File: config.mk
export PLATFORM = sky130hd
export DESIGN_NAME = s1_sync_down_counter
export DESIGN_NICKNAME = d
export VERILOG_FILES = /design/src/rtl/s1_sync_down_counter.sv
export SDC_FILE = /design/constraint.sdc
export NUM_CORES = 1
export LEC_CHECK = 0
export ABC_AREA = 1
export BUFFER_PORTS_ARGS = -buffer_cell sky130_fd_sc_hd__buf_4
export CORE_AREA = 2 2 39 41
export CTS_CLUSTER_SIZE = 30
export DETAILED_ROUTE_END_ITERATION = 7
export DIE_AREA = 0 0 41 43
export PLACE_DENSITY = 0.7
export SYNTH_ARGS = -nofsm -noshare
export SYNTH_HDL_FRONTEND = slang
export SYNTH_SLANG_ARGS = --single-unit
File: constraint.sdc
create_clock -name clk -period 3.7 [get_ports clk]
set_input_delay 0.555 -clock clk [delete_from_list [all_inputs] [get_ports clk]]
set_output_delay 0.555 -clock clk [all_outputs]
set_load 0.05 [all_outputs]
File: src/rtl/s1_sync_down_counter.sv
// s1_sync_down_counter: synchronous, loadable down counter / interval timer.
// Loads a start value, decrements once per enabled cycle and flags the
// terminal count with a one-cycle underflow pulse. By default the count is
// one-shot and ends in a one-cycle DONE state. Define DOWNCNT_AUTORELOAD_EN
// to reload the start value at each terminal count and keep running until
// stop is asserted.
module s1_sync_down_counter #(
  parameter int unsigned WIDTH = 4
) (
  input  logic             clk,
  input  logic             reset,
  input  logic             start,
  input  logic             stop,
  input  logic             en,
  input  logic [WIDTH-1:0] load_val,
  output logic [WIDTH-1:0] Q,
  output logic             busy,
  output logic             done,
  output logic             underflow
);

  localparam logic [1:0] StIdle = 2'd0;
  localparam logic [1:0] StRun  = 2'd1;
  localparam logic [1:0] StDone = 2'd2;

  localparam logic [WIDTH-1:0] CntOne = WIDTH'(1);

  logic [1:0]       state_q, state_d;
  logic [WIDTH-1:0] cnt_q, cnt_d;
  logic [WIDTH-1:0] reload_q, reload_d;
  logic             underflow_q, underflow_d;
  logic             accept;

  // stop always wins over start, so a simultaneous pair is a no-op
  assign accept = start & ~stop;

  // Next-state, count and pulse decode
  always_comb begin
    state_d     = state_q;
    cnt_d       = cnt_q;
    reload_d    = reload_q;
    underflow_d = 1'b0;

    case (state_q)
      StIdle, StDone: begin
        // DONE only ever lasts one cycle
        state_d = StIdle;
        if (accept) begin
          reload_d = load_val;
          if (load_val == '0) begin
            // Zero-length count finishes immediately
            cnt_d       = '0;
            state_d     = StDone;
            underflow_d = 1'b1;
          end else begin
            cnt_d   = load_val;
            state_d = StRun;
          end
        end
      end

      StRun: begin
        if (stop) begin
          // Abort: count holds, no completion pulses
          state_d = StIdle;
        end else if (en) begin
          if (cnt_q > CntOne) begin
            cnt_d = cnt_q - CntOne;
          end else begin
            // Terminal count (zero here is unreachable, treated the same)
            underflow_d = 1'b1;
`ifdef DOWNCNT_AUTORELOAD_EN
            cnt_d   = reload_q;
            state_d = StRun;
`else
            cnt_d   = '0;
            state_d = StDone;
`endif
          end
        end
      end

      default: begin
        // Recover from the unused encoding
        state_d = StIdle;
        cnt_d   = '0;
      end
    endcase
  end

  // State registers with synchronous active-high reset
  always_ff @(posedge clk) begin
    if (reset) begin
      state_q     <= StIdle;
      cnt_q       <= '0;
      reload_q    <= '0;
      underflow_q <= 1'b0;
    end else begin
      state_q     <= state_d;
      cnt_q       <= cnt_d;
      reload_q    <= reload_d;
      underflow_q <= underflow_d;
    end
  end

  // Outputs are direct decodes of registered state
  always_comb begin
    Q         = cnt_q;
    busy      = (state_q == StRun);
    done      = (state_q == StDone);
    underflow = underflow_q;
  end

endmodule
==> results of run 1 <==
## area by class of cell
class	instances	area [µm²]	share of cell area, %
Clock buffer	4	26.3	4.13
Multi-Input combinational cell	58	293	46.0
Tap cell	16	20.0	3.14
Sequential cell	7	140	22.0
Inverter	12	45.0	7.07
Timing Repair Buffer	15	113	17.7
## worst max-delay path, cell delays in order, from the launching register on
cell and delay [ns]:
sky130_fd_sc_hd__dfxtp_1 0.44, sky130_fd_sc_hd__inv_2 0.12, sky130_fd_sc_hd__nor2_4 0.11, sky130_fd_sc_hd__buf_4 0.20
## registers in the layout, indices dropped and copies added, names as in the netlist
register and cells:
underflow 1, Q 4, state_q 2
## metrics by stage
stage	hold slack, ns	util (%)	power [mW]
CTS	0.474	46.0	0.232
finish	0.475	46.0	0.229
detailed placement	0.574	44.1	0.159
global placement	0.565	44.1	0.158
global route	0.477	46.0	0.242
floorplan	0.617	-	0.136
## routing by layer
layer / wire [µm] / up-vias / part of all wire [%]
li1: - / 277 / -
met1: 461 / 213 / 45
met2: 497 / 14 / 49
met3: 48 / 3 / 4.7
met4: 17 / 0 / 1.7
met5: 0 / - / 0
## final timing paths
path / end / cells past startpoint / startpoint
setup / recovery: busy / 3 / state_q[0]
setup reg to reg: Q[1] / 9 / Q[0]
hold / removal: state_q[0] / 2 / reset
hold reg to reg: Q[3] / 4 / Q[3]
## layout by cell type, fill, tap and decap left out, drive strengths merged
| master | n |
|---|---|
| nand2 | 20 |
| clkbuf | 4 |
| xnor2 | 1 |
| o21bai | 1 |
| o21ai | 4 |
| nand4 | 2 |
| ha | 2 |
| inv | 12 |
| a21oi | 2 |
| buf | 15 |
| nand3 | 7 |
| dfxtp | 7 |
| nor2 | 19 |
## cells by family (layout without fill, tap and decap cells)
group | after synthesis | count (layout)
flip-flops | 7 | 7
adder cells (fa/ha/maj) | 2 | 2
buffers and inverters | 12 | 31
XOR/XNOR | 1 | 1
AO/OA/AOI/OAI | 7 | 7
AND/OR/NAND/NOR | 48 | 48
## where the power goes
group	switching, mW	internal [mW]	leakage (nW)	total, mW
Combinational	0.0447	0.0259	0.272	0.0706
Sequential	0.00592	0.0804	0.0574	0.0863
Clock	0.0309	0.0413	0.0150	0.0723
Total	0.0815	0.148	0.345	0.229
==> impl.org, run 1 <==
** Outcome
- Status :: finished clean

** Power and ir drop
- IR analysis of the VDD net gives a maximum drop of 224 µV.
- P_leak :: 0.345 nW
- For this design the ratio of total power to cell area is 360 nW/µm².

** Place
- Placed cells :: 108
- RD Place Congestion :: 0.755
- Buffers placed on the I/O ports in this run total 15.
- Once placement finished, the instance area stood at 611 µm².
- OpenSTA, run right after detailed placement, puts the worst setup slack at 2.26 ns.
- The HPWL after detailed placement is 854 µm.

** STA
- Static timing analysis puts the maximum clock frequency at 590 MHz.
- After layout, the worst setup slack is 2.01 ns.
- Share of the clock period used by the worst path :: between 40% and 50%
- Slew Limit Fails :: 0
- Setup repair after global routing left no endpoint under its margin.
- In this run the tightest slew margin relative to its limit is 84.5%.
- Final Setup Violations :: 0
- In the final timing run, aggregate negative setup slack is 0 ns.
- The clock arrives with between 0.003 and 0.004 ns of skew.
- Final-report hold violation count :: 0
- Slew at the pin with the worst max-slew slack :: 0.232 ns
- The routed design could run at a clock period as short as approximately 1.7 ns.

** Floorplan
- Core area :: 1380 µm²
- During I/O placement, the number of pins put on the boundary was 16.
- The floorplan has 14 rows.
- Die ar. :: roughly 1800 µm²
- Die height :: approximately 43 µm
- The initial utilization of the core area, before any placement, comes to about a third.
- From left edge to right edge, the die measures 41 µm.

** Yosys
- Seq cells post-synth :: 7
- When the netlist entered floorplanning its net count stood at roughly 90.
- Compound-Gate Fraction of Synth Area :: 11.0%
- By count the netlist is led by 20 x sky130_fd_sc_hd__nand2_1, 18 x sky130_fd_sc_hd__nor2_1, 11 x sky130_fd_sc_hd__inv_1, 7 x sky130_fd_sc_hd__dfxtp_1, 6 x sky130_fd_sc_hd__nand3_1.
- The Yosys step of the flow raised 0 warnings.
- Each instance of the synthesized netlist takes up on average 6.21 µm².
- Synthesized instance count :: 77
- Most numerous cell in the Yosys netlist :: sky130_fd_sc_hd__nand2_1
- In this run the cell area of the synthesized design comes to 478 µm².
- The synthesized netlist devotes 43.2% of its cell area to simple gates.
- After synthesis, the netlist uses 15 different library cells.
- Cell types with the largest area share after synthesis :: sky130_fd_sc_hd__dfxtp_1 29%, sky130_fd_sc_hd__nand2_1 16%, sky130_fd_sc_hd__nor2_1 14%, sky130_fd_sc_hd__inv_1 8.6%, sky130_fd_sc_hd__nand3_1 6.3%
- Top FF cell, synth :: sky130_fd_sc_hd__dfxtp_1
- Top-area cell type share of the netlist area :: 29.3%
- Largest area contributor in the netlist :: sky130_fd_sc_hd__dfxtp_1
- Fraction of the mapped netlist area in adder cells :: 5.24%
- The synthesized design contains 0 enable-type register cells.
- Multiplexer area fraction after synthesis :: 0%
- Fraction of registers with async set or reset after synthesis :: 0%
- By area, the combinational part of the netlist is dominated by simple AND/OR/NAND/NOR gates.
- Sequential cells were found to cover between 20 and 30% of the synthesized design area.
- After Yosys synthesis, XOR and XNOR cells account for 1.83% of the synthesized area.

** Worst setup path
- Worst Path Arrival :: 1.14 ns
- The critical path in this run is classified as reg -> out.
- Slack of the worst reg-to-reg path :: 2.29 ns
- Crit path max fanout :: 7
- STA classifies the critical path endpoint as an output pin.
- Critical path data required time :: approximately 3.1 ns
- Crit path launch type :: flip-flop

** CTS
- Total setup buffers inserted after CTS :: 0
- TritonCTS buffer count :: 3
- No sink is reached through more buffers than the 2 on the longest clock path.
- Post-cts sizing count :: 0
- Number of sinks driven by the clock tree :: 7
- Quantity of hold-fixing buffers added after cts :: 0
- The later pin in the worst-skew pair is clocked with a latency of around 0.26 ns.
- TritonCTS built the clock tree.
- CTS built an H-tree with a depth of 1.
- Clock-pin slew was measured on the worst setup and hold paths at 0.05 ns.
- Buffer cell driving the clock tree root :: sky130_fd_sc_hd__clkbuf_4

** Routing
- After detailed routing, the average wire length per cell comes to 9.14 µm.
- The count of nets left with antenna violations once routing finished came out at 0.
- Summed over all layers, the routed wires come to 1020 µm.
- Summing over every cut layer, the via total after detailed routing is 507.
- In the routed design, unresolved DRC markers number 0.
- Using the TritonRoute via totals, the vias-per-cell ratio works out to approximately 4.5.
- Starting DRC count in detailed routing :: 7
- Number of detailed-route iterations in the first pass :: 2

** Final layout
- FILL cells :: 157
- Non-filler instance count after layout :: ~110
- Diode count :: 0
- The finished cells cover between 600 and 700 µm².
- Compared with the post-synthesis result, the final layout area differs by 33.2%.
- Nets :: ~110
- Layout cell share with drive strength beyond 1 :: 24.0%

** GRT
- Overflow left after global routing :: 0
- Global routing consumed, on the met1 layer, 18.1% of the routing resources.
- After global routing, the most crowded layer is met2.
- Global-route wire length before repair :: 1680 µm
- Global routing used 14.3% of the available tracks.
- In the global route stage, met3 resource usage came out at roughly 3.1%.
- The number of global-route vias before repair came to 457.
- Number of antenna violations at the first check in global routing :: 0
- Met2 GRT Util :: 20.3%
- Entering global routing, the biggest net connects 8 pins.

** Flow run
- MaxCap Viol Count :: 0

** Hold path
- Class of the tightest hold or removal check :: in -> reg
No activity file was read; power rests on OpenSTA's default activity.
==> inputs of run 2 (changes only) <==
- clock period: 3.7 -> 1.75 ns (I/O delays scaled with it)
==> run 2 against run 1 <==
Power up 110%. Worst setup slack got worse by 1.7 ns. Hold slack lost 0.29 ns. Final cell count stayed put. Clock-buffer cell count is the same. Sequential share of layout area stayed put.
==> impl.org, run 2 (synthesis results as in run 1) <==
** GRT
- The pin count of the biggest net entering global routing is 8 (unchanged).
- Number of antenna violations at the first check in global routing :: 0 (unchanged)
- Total track usage :: 14.1% (-0.17 points)
- The global-route wire length before repair is 1770 µm (+4.9%).
- The number of global-route vias before repair came to 458 (+0.22%).
- The total congestion overflow after global routing is 0 (unchanged).

** Routing
- The detailed-router iteration count before antenna repair was 4 (+2).
- The detailed-route DRC error count was 0 (unchanged).
- Via count normalized by instance count :: 4.56 (+0.79%)
- Starting DRC count in detailed routing :: 4 (-3)
- The routed wire length came to 1010 µm (-1.1%).
- The remaining antenna violation count is 0 (unchanged).
- Detail-routed net length per standard cell :: 9.04 µm (-1.1%)
- The total number of vias came to 511 (+0.79%).

** Place
- The final estimated routing congestion in global placement came to 0.766 (+1.4%).
- The worst setup slack after placement came to 0.403 ns (-1.86 ns).
- The number of I/O port buffers is 15 (unchanged).
- The post-placement cell count was 108 (unchanged).
- The placed wire-length estimate after detailed placement is 877 µm (+2.7%).
- Post-DP Area :: 611 µm² (unchanged)

** Worst setup path
- Critical path data required time :: 1.49 ns (-1.65 ns)
- On the critical path, the stage with the largest delay is an instance of sky130_fd_sc_hd__dfxtp_1.
- Critical path endpoint category :: output pin
- The signal on the critical path passes through inv_2, nor2_4, buf_4.
- The largest fanout on the critical path was 7 (unchanged).
- By startpoint and endpoint, the worst setup path is classified as reg -> out.
- The delay of the slowest critical-path stage was 0.45 ns (about the same).
- The number of cells traversed by the worst register-to-register path is 9 (unchanged).
- STA classifies the critical path startpoint as a flip-flop.
- The arrival time at the worst endpoint came to 1.16 ns (+0.02 ns).

** Final layout
- Most used cells in the layout excluding fill and tap cells :: 20 x sky130_fd_sc_hd__nand2_1, 18 x sky130_fd_sc_hd__nor2_1, 15 x sky130_fd_sc_hd__buf_4
- The area of all placed cells without fillers is 637 µm² (unchanged).
- Max FFs per register :: 4 (unchanged)
- The final layout net count was 108 (unchanged).
- The number of standard cells in the final layout excluding fillers came to 112 (unchanged).
- Layout cell share with drive strength beyond 1 :: 24.0% (unchanged)
- The antenna diode count was 0 (unchanged).
- The relative area change from synthesis to final layout was 33.2% (unchanged).
- Most common cell after layout, fill and taps aside :: sky130_fd_sc_hd__nand2_1
- Share of the core filled with cells in the final layout :: 46.0% (unchanged)

** STA
- The actual transition at the worst max-transition pin came to 0.246 ns (+0.0135 ns).
- Share of the clock period used by the worst path :: 81.3%
- Setup Total Neg Slack :: 0 ns (unchanged)
- The worst clock skew is 0.00499 ns (+0.00171 ns).
- The max-slew violation count came to 0 (unchanged).
- Final-report hold violation count :: 0 (unchanged)
- Maximum clock rate :: ~700 MHz
- Post-route worst setup slack :: 0.328 ns (-1.68 ns)
- Setup repair after global routing left no endpoint under its margin.
- The final number of setup-violating endpoints came to 0 (unchanged).
- Tmin final :: 1.42 ns
- Worst max-slew margin expressed relative to the limit :: 83.6% (-0.90 points)

** CTS
- The number of buffers on the longest clock path came to 2 (unchanged).
- The number of resized instances in the post-cts repair step was 0 (unchanged).
- Worst-skew pair later-pin latency :: 0.25 ns (about the same)
- TritonCTS built the clock tree.
- The clock buffer count from CTS came to 3 (unchanged).
- The deepest level of the CTS H-tree came to 1 (unchanged).
- The buffer count from post-CTS setup fixing was 0 (unchanged).
- The hold buffer count at cts is 0 (unchanged).
- Buffer cell driving the clock tree root :: sky130_fd_sc_hd__clkbuf_4
- The number of clock sinks seen by CTS came to 7 (unchanged).
- Clock-pin slew reported for the worst setup and hold paths after clock tree synthesis :: 0.05 ns (about the same)

** Power and ir drop
- Cell area power density :: 750 nW/µm² (+110%)
- The highest ir drop seen on vdd is 412 µV (+84%).
- The static power due to leakage was 0.345 nW (unchanged).

** Floorplan
- I/O pins :: 16 (unchanged)
- Die ar. :: 1760 µm² (unchanged)
- Initial Util :: 34.5% (unchanged)
- The floorplan die width was 41 µm (unchanged).
- Die height :: 43 µm (unchanged)
- Core area :: 1380 µm² (unchanged)
- Number of rows in the core area :: 14 (unchanged)

** Outcome
- Status :: finished clean

** Hold path
- Cell count of the worst hold path :: 2 (unchanged)
- The min-delay analysis places its worst path in the category in -> reg.

** Flow run
- MaxCap Viol Count :: 0 (unchanged)
## run 2: layout make-up
class                           instances  area, µm²
Fill cell                             148        747
Tap cell                               16       20.0
Timing Repair Buffer                   15        113
Multi-Input combinational cell         58        293
Clock buffer                            4       26.3
Inverter                               12       45.0
Sequential cell                         7        140
## run 2: path summary, 6_finish.rpt
check,from,endpoint,slack (ns)
worst max-delay path,state_q[0],busy,0.33
worst max register to register,Q[0],Q[3],0.38
worst min register to register,Q[3],Q[3],0.58
worst min-delay path,reset,state_q[0],0.19
## run 2: per-layer routing
| layer | routed length, µm | track usage [%] | vias to the layer above |
|---|---|---|---|
| met1 | 435 | 18.8 | 215 |
| met4 | 14 | 6.00 | 0 |
| met2 | 513 | 22.8 | 15 |
| met5 | 0 | 0 | - |
| met3 | 50 | 0 | 2 |
| li1 | - | - | 279 |
## run 2: critical path, delay by kind of cell (launching register included)
kind / cells / cell delay, ns
and+or+nand+nor: 1 / 0.12
DFF: 1 / 0.45
buffers and inverters: 2 / 0.34
## run 2: metrics by stage
step | power [mW] | hold slack (ns)
6_report | 0.478 | 0.187
5_1_grt | 0.508 | 0.193
2_1_floorplan | 0.288 | 0.325
3_5_place_dp | 0.336 | 0.451
4_1_cts | 0.482 | 0.186
3_3_place_gp | 0.335 | 0.446
## run 2: where the power goes
group          internal (mW)  switching (mW)  leakage (nW)  total [mW]
logic                 0.0548          0.0949         0.272       0.150
registers              0.170          0.0122        0.0574       0.182
clock network         0.0870          0.0587        0.0150       0.146
==> inputs of run 3 (changes only) <==
- PLACE_DENSITY: 0.7 -> 0.72
- clock period: 1.75 -> 1.2 ns (I/O delays scaled with it)
==> run 3 against run 2 <==
Hold slack worse by 0.091 ns. Die area unchanged. Worst setup slack worse by 0.32 ns. Combinational power up 85%. Critical endpoint unchanged. Highest routed layer unchanged.
==> impl.org, run 3 (synthesis results as in run 1) <==
** Outcome
- The run finished with clean final reports.

** CTS
- TritonCTS buffer count :: 3 (unchanged)
- The hold buffer count at cts is 0 (unchanged).
- The insertion delay to the later sink of the worst-skew pair is 0.25 ns (about the same).
- The number of buffers on the longest clock path came to 2 (unchanged).
- Buffer cell driving the clock tree root :: sky130_fd_sc_hd__clkbuf_4
- Clock-pin slew reported for the worst setup and hold paths after clock tree synthesis :: 0.05 ns (about the same)
- Clock tree from TritonCTS :: built
- The deepest level of the CTS H-tree was 1 (unchanged).
- The number of clock sinks seen by CTS is 7 (unchanged).

** Final layout
- The area of combinational cells with multiple inputs was 338 µm² (+15%).
- The number of standard cells in the final layout excluding fillers is 117 (+4.5%).
- The library cells used most frequently in the layout, excluding fill and tap cells, are 19 x sky130_fd_sc_hd__buf_4, 17 x sky130_fd_sc_hd__nor2_1, 17 x sky130_fd_sc_hd__nand2_1.
- Area grow syn2layout :: 56.5%
- Max FFs per register :: 4 (unchanged)
- Register area :: 155 µm² (+11%)
- Most common cell after layout, fill and taps aside :: sky130_fd_sc_hd__buf_4
- The antenna diode count was 0 (unchanged).
- FILL cells :: 137 (-7.4%)
- The fraction of final layout cells with drive strength greater than 1 was 43.6% (+20 points).
- The final layout net count came to 113 (+4.6%).

** STA
- Dividing the final minimum period by the clock period gives ~100%.
- Final Setup Violations :: 0 (unchanged)
- Setup Total Neg Slack :: 0 ns (unchanged)
- Slew Limit Fails :: 0 (unchanged)
- Final-report hold violation count :: 0 (unchanged)
- Maximum clock rate :: around 840 MHz
- Slew at the pin with the worst max-slew slack :: 0.204 ns (-0.0420 ns)
- The worst clock skew is 0.00478 ns (-0.000212 ns).
- Setup repair after global routing could not meet its margin everywhere.
- Subtracting the final worst setup slack from the clock period gives 1.20 ns.
- The worst relative slew slack is 86.3% (+2.8 points).

** Routing
- DRC viols :: 0 (unchanged)
- Starting DRC count in detailed routing :: 9 (+5)
- Detail-routed net length per standard cell :: 9.76 µm (+7.9%)
- Antenna-violating nets left :: 0 (unchanged)
- Wire length reported by the detailed router :: 1140 µm (+13%)
- The detail-routed via count per cell came to 4.66 (+2.1%).
- The detailed-router iteration count before antenna repair was 4 (unchanged).
- The total number of vias came to 545 (+6.7%).

** GRT
- Total track usage :: 14.9% (+0.78 points)
- The number of global-route vias before repair is 463 (+1.1%).
- Overflow left after global routing :: 0 (unchanged)
- The initial antenna violation count was 0 (unchanged).
- Largest net degree at the start of global routing :: 8 (unchanged)
- The global-route wire length before repair came to 1770 µm (+0.40%).

** Flow run
- MaxCap Viol Count :: 0 (unchanged)

** Floorplan
- Die height :: 43 µm (unchanged)
- I/O pins :: 16 (unchanged)
- Core area :: 1380 µm² (unchanged)
- The effective utilization at floorplan came to 34.5% (unchanged).
- Die ar. :: 1760 µm² (unchanged)
- Overall die width :: 41 µm (unchanged)
- Number of rows in the core area :: 14 (unchanged)

** Worst setup path
- The endpoint required time on the critical path came to 1.02 ns (-0.47 ns).
- Worst Path Arrival :: 1.02 ns (-0.14 ns)
- Critical path endpoint category :: output pin
- Crit path max fanout :: 7 (unchanged)
- Crit path launch type :: flip-flop
- Tracing the worst setup path back leads to its startpoint at state_q[0].
- FF-to-FF Start :: Q[1]
- Register-to-Register Path Depth :: 7 (-2)
- Category of the critical setup timing path :: reg -> out

** Hold path
- Launch point of the worst hold path :: reset
- Class of the tightest hold or removal check :: in -> reg
- Cell count of the worst hold path :: 2 (unchanged)

** Power and ir drop
- The static power due to leakage was 0.379 nW (+10%).
- Peak ir drop on the vdd network :: 361 µV (-12%)
- The total power came to 768 µW (+61%).
- Cell area power density :: 1030 nW/µm² (+37%)

** Place
- Placed cells :: 108 (unchanged)
- The number of I/O port buffers came to 15 (unchanged).
- RD Place Congestion :: 0.814 (+6.3%)
- DP Wirelength :: 865 µm (-1.3%)
run 3: final cells by class:
class | instances | area share (%)
Clock buffer | 4 | 3.51
Inverter | 12 | 7.36
Multi-Input combinational cell | 58 | 45.2
Sequential cell | 7 | 20.7
Tap cell | 16 | 2.68
Timing Repair Buffer | 20 | 20.6
run 3: path summary, 6_finish.rpt:
check,endpoint,slack [ns]
worst min-delay path,state_q[0],0.1
worst min register to register,Q[3],0.57
worst max-delay path,busy,0.005
worst max register to register,Q[2],0.07
run 3: report_power, final:
part / leakage (nW) / internal (mW) / switching [mW]
registers: 0.0606 / 0.249 / 0.0232
clock network: 0.0150 / 0.127 / 0.0913
logic: 0.303 / 0.115 / 0.162
run 3: per-stage QoR:
step / worst slack [ns] / hold slack [ns] / area, µm² / util, %
after detailed placement: 0.0468 / 0.356 / 652 / 47.1
after global routing: -0.0360 / 0.0909 / 748 / 54.1
after CTS: 0.0210 / 0.0989 / 683 / 49.4
final: 0.00451 / 0.0954 / 748 / 54.1
after floorplan: -0.0374 / 0.233 / 519 / -
after global placement: 0.0725 / 0.354 / 652 / 47.1
run 3: timing repair:
action / 4_1_cts / 5_1_grt
endpoints found under the setup margin: 2 / 7
buffers inserted: 0 / 5
pin swaps: 1 / 9
hold endpoints to repair: 0 / 0
gates resized for setup: 2 / 9
run 3: layer usage:
| layer | up-vias | wire length (µm) | GRT usage [%] |
|---|---|---|---|
| li1 | 290 | - | - |
| met3 | 4 | 65 | 1.57 |
| met2 | 19 | 550 | 23.4 |
| met1 | 232 | 492 | 17.7 |
| met4 | 0 | 34 | 10.0 |
| met5 | - | 0 | 0 |
run 3: worst max-delay path, stage by stage (launching register included):
cell	delay, ns
sky130_fd_sc_hd__dfxtp_4	0.40
sky130_fd_sc_hd__inv_6	0.05
sky130_fd_sc_hd__nor2_4	0.14
sky130_fd_sc_hd__buf_6	0.17
